## config.mk

```make
export PLATFORM = sky130hd
export DESIGN_NAME = axis_flit_injector
export DESIGN_NICKNAME = d
export VERILOG_FILES = /design/src/rtl/noc_pkg.sv /design/src/rtl/flit_fifo.sv /design/src/rtl/axis_flit_injector.sv
export SDC_FILE = /design/constraint.sdc
export NUM_CORES = 1
export LEC_CHECK = 0
export CORE_AREA = 2 2 116 118
export CTS_BUF_LIST = sky130_fd_sc_hd__clkbuf_4
export CTS_CLUSTER_DIAMETER = 120
export DETAILED_ROUTE_END_ITERATION = 8
export DIE_AREA = 0 0 118 120
export PLACE_DENSITY = 0.72
export SYNTH_ARGS = -nofsm -noshare
export SYNTH_HDL_FRONTEND = slang
export SYNTH_SLANG_ARGS = --single-unit
```

## constraint.sdc

```tcl
create_clock -name clk_noc -period 4.4 [get_ports clk_noc]
set_input_delay 0.44 -clock clk_noc [delete_from_list [all_inputs] [get_ports clk_noc]]
set_output_delay 0.44 -clock clk_noc [all_outputs]
set_load 0.005 [all_outputs]
```

## src/rtl/noc_pkg.sv

```systemverilog
// Shared NoC types: the flit record carried to the router and the packet-tracking state.
package noc_pkg;

  // Default field widths of the flit record. The injector's width parameters
  // default to these values; changing the flit layout means editing them here.
  localparam int NOC_DATA_W  = 32;
  localparam int NOC_TDEST_W = 4;
  localparam int NOC_TID_W   = 2;
  localparam int NOC_DEST_W  = NOC_TDEST_W + NOC_TID_W;

  // One flit = one AXI-Stream beat; dest is {tid, tdest}.
  typedef struct packed {
    logic [NOC_DATA_W-1:0] data;
    logic [NOC_DEST_W-1:0] dest;
    logic                  is_tail;
  } flit_t;

  // Packet framing state on the ingress stream.
  typedef enum logic {
    IDLE   = 1'b0,
    IN_PKT = 1'b1
  } pkt_state_e;

endpackage

```

## src/rtl/flit_fifo.sv

```systemverilog
// Synchronous FIFO with registered read/write pointers (extra wrap bit for full/empty).
module flit_fifo #(
  parameter int WIDTH = 39,
  parameter int DEPTH = 2
) (
  input  logic             clk,
  input  logic             rst,
  input  logic             push,
  input  logic [WIDTH-1:0] din,
  input  logic             pop,
  output logic [WIDTH-1:0] dout,
  output logic             full,
  output logic             empty
);

  localparam int AW = $clog2(DEPTH);

  logic [AW:0]      wptr, rptr;
  logic [WIDTH-1:0] mem [DEPTH];

  assign empty = (wptr == rptr);
  assign full  = (wptr[AW] != rptr[AW]) && (wptr[AW-1:0] == rptr[AW-1:0]);
  assign dout  = mem[rptr[AW-1:0]];

  // Pointer advance; push into full and pop from empty are ignored.
  always_ff @(posedge clk or posedge rst) begin
    if (rst) begin
      wptr <= '0;
      rptr <= '0;
    end else begin
      if (push && !full) wptr <= wptr + {{AW{1'b0}}, 1'b1};
      if (pop && !empty) rptr <= rptr + {{AW{1'b0}}, 1'b1};
    end
  end

  // Storage is not reset: an entry is only read once the pointers say it was written.
  always_ff @(posedge clk) begin
    if (push && !full) mem[wptr[AW-1:0]] <= din;
  end

endmodule

```

## src/rtl/axis_flit_injector.sv

```systemverilog
// AXI-Stream to NoC local-port injector: ingress FIFO, credit-gated launch,
// packet framing check on {tid, tdest}.
module axis_flit_injector
  import noc_pkg::*;
#(
  parameter int TDATA_WIDTH       = NOC_DATA_W,
  parameter int TDEST_WIDTH       = NOC_TDEST_W,
  parameter int TID_WIDTH         = NOC_TID_W,
  parameter int FLIT_BUFFER_DEPTH = 8,
  parameter int BUFFER_DEPTH      = 2,
  localparam int DEST_WIDTH       = TDEST_WIDTH + TID_WIDTH,
  localparam int CW               = $clog2(FLIT_BUFFER_DEPTH + 1)
) (
  input  logic                   clk_noc,
  input  logic                   rst_noc,
  input  logic                   axis_in_tvalid,
  output logic                   axis_in_tready,
  input  logic                   axis_in_tlast,
  input  logic [TDATA_WIDTH-1:0] axis_in_tdata,
  input  logic [TID_WIDTH-1:0]   axis_in_tid,
  input  logic [TDEST_WIDTH-1:0] axis_in_tdest,
  output logic [TDATA_WIDTH-1:0] data_out,
  output logic [DEST_WIDTH-1:0]  dest_out,
  output logic                   is_tail_out,
  output logic                   send_out,
  input  logic                   credit_in,
  output logic [CW-1:0]          credit_count,
  output logic                   proto_err,
  output logic                   credit_err
);

  localparam logic [CW-1:0] CRED_MAX = CW'(FLIT_BUFFER_DEPTH);

  flit_t                 in_flit, head;
  logic                  fifo_full, fifo_empty;
  logic                  accept, launch;
  logic [DEST_WIDTH-1:0] beat_dest, pkt_dest, pkt_dest_nxt;
  logic                  proto_hit;
  pkt_state_e            state, state_nxt;

  // Ready comes only from registered FIFO state; held low while in reset.
  assign axis_in_tready = !fifo_full && !rst_noc;
  assign accept         = axis_in_tvalid && axis_in_tready;
  assign launch         = !fifo_empty && (credit_count != '0);
  assign beat_dest      = {axis_in_tid, axis_in_tdest};
  assign in_flit        = '{data: axis_in_tdata, dest: beat_dest, is_tail: axis_in_tlast};

  flit_fifo #(
    .WIDTH ($bits(flit_t)),
    .DEPTH (BUFFER_DEPTH)
  ) u_fifo (
    .clk   (clk_noc),
    .rst   (rst_noc),
    .push  (accept),
    .din   (in_flit),
    .pop   (launch),
    .dout  (head),
    .full  (fifo_full),
    .empty (fifo_empty)
  );

  // Launch register: strobe for one cycle, payload holds between launches.
  always_ff @(posedge clk_noc or posedge rst_noc) begin
    if (rst_noc) begin
      send_out    <= 1'b0;
      data_out    <= '0;
      dest_out    <= '0;
      is_tail_out <= 1'b0;
    end else begin
      send_out <= launch;
      if (launch) begin
        data_out    <= head.data;
        dest_out    <= head.dest;
        is_tail_out <= head.is_tail;
      end
    end
  end

  // Credit counter: a launch spends one, a returned credit adds one; a return
  // with the counter already full is an overflow and is flagged, not counted.
  always_ff @(posedge clk_noc or posedge rst_noc) begin
    if (rst_noc) begin
      credit_count <= CRED_MAX;
      credit_err   <= 1'b0;
    end else begin
      case ({launch, credit_in})
        2'b10:   credit_count <= credit_count - CW'(1);
        2'b01: begin
          if (credit_count == CRED_MAX) credit_err   <= 1'b1;
          else                          credit_count <= credit_count + CW'(1);
        end
        default: ;
      endcase
    end
  end

  // Packet framing next-state: latch the route on the head beat, compare the
  // body beats against it, return to IDLE on tlast.
  always_comb begin
    state_nxt    = state;
    pkt_dest_nxt = pkt_dest;
    proto_hit    = 1'b0;
    if (accept) begin
      case (state)
        IDLE: begin
          if (!axis_in_tlast) begin
            state_nxt    = IN_PKT;
            pkt_dest_nxt = beat_dest;
          end
        end
        IN_PKT: begin
          proto_hit = (beat_dest != pkt_dest);
          if (axis_in_tlast) state_nxt = IDLE;
        end
        default: state_nxt = IDLE;
      endcase
    end
  end

  // Packet framing state register; protocol error is sticky until reset.
  always_ff @(posedge clk_noc or posedge rst_noc) begin
    if (rst_noc) begin
      state     <= IDLE;
      pkt_dest  <= '0;
      proto_err <= 1'b0;
    end else begin
      state     <= state_nxt;
      pkt_dest  <= pkt_dest_nxt;
      proto_err <= proto_err | proto_hit;
    end
  end

endmodule

```

==> metrics <==
status completed; final hold violation count 0; Buf/Inv on CP 0; sequential standard cell area 3770 um2; Resized cells post-CTS 0; Die ar. 14200 um2; CTS clk-pin slew, worst paths between 0.1 and 0.15 ns; GPL Wtd Cong about 0.77; Fill cells 1160; Crit path required time 4.83 ns; via count about 2800; Non-Filler Instances 608; initial antenna violation count 0; CP top delay family simple AND/OR/NAND/NOR gates; Syn Inst Count 324; met2 GRT Util 22.4%; crit path DAT 3.03 ns; PD cells 724 nW/um2; Mapped Avg Cell Area 15.6 um2; register area share after synthesis 74.5%; total power 4.64 mW; Max Freq 384 MHz; drt first pass iters 4; Post-CTS Setup Inserts 0; nets 465; Max Cap Violations 0; Rows 42; P_leak 2.47 nW; setup tns final 0 ns; crit path capture type flop; actual slew at the worst max-slew pin 1.11 ns; Synth warnings 0; critical path cell sequence nor4_1, a21oi_4, nand2b_1, ha_1, and3_1, or3_1, mux2i_1, xor2_1; via density per instance 4.68; Final HPWL DP ~5700 um; Layout Skew 0.0175 ns; clock net sink count 135; Core ar. 13000 um2; met3 Track Usage GR approximately 5.6%; total wire length between 9000 and 10000 um; largest net degree at the start of global routing 88; Routed Antenna Nets 0; layout cells sized above 1 a little under an eighth; crit path max fanout 6; Worst path slowest cell nor4_1; clk_lat worst skew 0.51 ns; Primary FF master, synth edfxtp_1; Synth async-reset ratio a little over two fifths; worst hold path type in2async; H-tree levels 4; port bufs 89; first-pass GRT wire length about 15000 um; Post-synth EDFFs 78; initial DRC count 164; fin area 6410 um2; crit path launch credit_count[1]; Inst Count DP 576; unrepaired setup endpoints after global routing false; n_diodes 0; syn_nets 370; Avg WL per Cell 14.8 um; vias in the first global route 2975; Tcrit/Tclk final 59.2%; io pins 90; TritonCTS buffer count 17; minimum clock period 2.60 ns; post-synthesis cell area roughly 5000 um2; met1 Track Usage GR 16.1%; worst r2r path cells 8; Yosys reg bits around 140; clock buffer depth 2; gr usage total 13.6%; CTS Root Cell clkbuf_4; Cell Area, Placed 6140 um2; VDD IR max roughly 530 uV; Max stage delay on crit path approximately 0.49 ns; most frequent cells in the layout clkdlybuf4s50_1, edfxtp_1, dfrtp_1; Crit Path Category reg2reg; area delta synth->final 26.8%; end of the worst register-to-register path credit_count[3]; die height 120 um; gr busiest metal met2; Die X about 120 um; starting density of the core approximately 40%; # DRC 0; register-to-register setup slack 1.80 ns; total gr overflow 0; Cell variety after synth 33; CTS Hold Buffers Added 0; area occupied by multi-input gates between 1000 and 1500 um2; CP Launch Type flop; commonest non-fill, non-tap cell in the layout clkdlybuf4s50_1; CTS tree done; Setup-failing EPs final 0; max_slew headroom around a quarter; Final Slew Violations 0; worst r2r src credit_count[1]
==> cell families after synthesis <==
kind of cell,count (synthesis),share of synthesized area (%)
DFF,135,74.5
and+or+nand+nor,53,4.53
buffers and inverters,18,1.51
xor gates and xnor gates,16,2.77
AOI/OAI and AO/OA,50,5.44
adders and majority gates,3,0.891
muxes,49,10.3
==> routing by layer <==
metal	up-vias	wire length (um)	part of all wire (%)
met4	0	133	1.5
met3	12	475	5.3
met1	1391	3880	43
li1	1363	-	-
met5	-	0	0
met2	77	4530	50
==> sequential cells by signal, summed over array words and instances, names as in the netlist <==
name and flops:
is_tail_out 1, proto_err 1, u_fifo.rptr 2, dest_out 6, pkt_dest 6, state 1
credit_count 4, data_out 32, send_out 1, u_fifo.wptr 2, u_fifo.mem 78, credit_err 1
==> final cells by class <==
class / count / share of cell area [%]
clock buffer: 22 / 2.58
clock inverter: 10 / 1.68
inverter: 2 / 0.117
multi-input combinational: 171 / 19.1
sequential: 135 / 58.8
tap: 176 / 3.43
timing repair buffer: 92 / 14.2
==> power breakdown <==
part | total (mW) | internal, mW | leakage, nW | switching, mW
clock | 0.782 | 0.364 | 0.149 | 0.418
combinational | 1.87 | 0.935 | 0.959 | 0.939
sequential | 1.99 | 1.78 | 1.36 | 0.205
total | 4.64 | 3.08 | 2.47 | 1.56
==> synthesized netlist by cell type (2+ instances only) <==
cell type   n  area share [%]
nor2_1     40             3.0
clkbuf_1   10            0.74
or3_1       2            0.25
mux2i_1    42             8.3
nand2_1     3            0.22
a21oi_1    40             4.0
dfrtp_1    56              28
xor2_1      9             1.6
edfxtp_1   78              46
o211ai_1    2            0.30
mux2_4      6             1.8
ha_1        2            0.49
nor4_1      2            0.25
inv_1       2            0.15
xnor2_1     7             1.2
a21o_1      2            0.30
buf_2       4            0.40
and3_1      2            0.25
==> worst max-delay path by stage <==
stage                         to  slack (ns)  depth (start not counted)
6_report         credit_count[3]        1.80                          8
5_1_grt          credit_count[3]        1.68                          8
4_1_cts          credit_count[3]        1.80                          8
3_5_place_dp   u_fifo.mem[0][12]        1.75                          3
3_3_place_gp    u_fifo.mem[0][9]        1.76                          4
2_1_floorplan   u_fifo.mem[0][0]        1.29                          4
==> through the flow <==
step | util [%] | hold slack [ns] | setup WS, ns
after global placement | 47.3 | 0.481 | 1.76
final | 49.4 | 0.344 | 1.80
after detailed placement | 47.3 | 0.480 | 1.75
after global routing | 49.4 | 0.316 | 1.68
after floorplan | - | 0.451 | 1.29
after CTS | 49.4 | 0.301 | 1.80
==> worst register-to-register path, cell delays in order, from the launching register on <==
cell	delay, ns
dfrtp_1	0.47
nor4_1	0.49
a21oi_4	0.05
nand2b_1	0.24
ha_1	0.36
and3_1	0.22
or3_1	0.34
mux2i_1	0.19
xor2_1	0.18
Note: power is estimated with default switching activity, not from simulation.
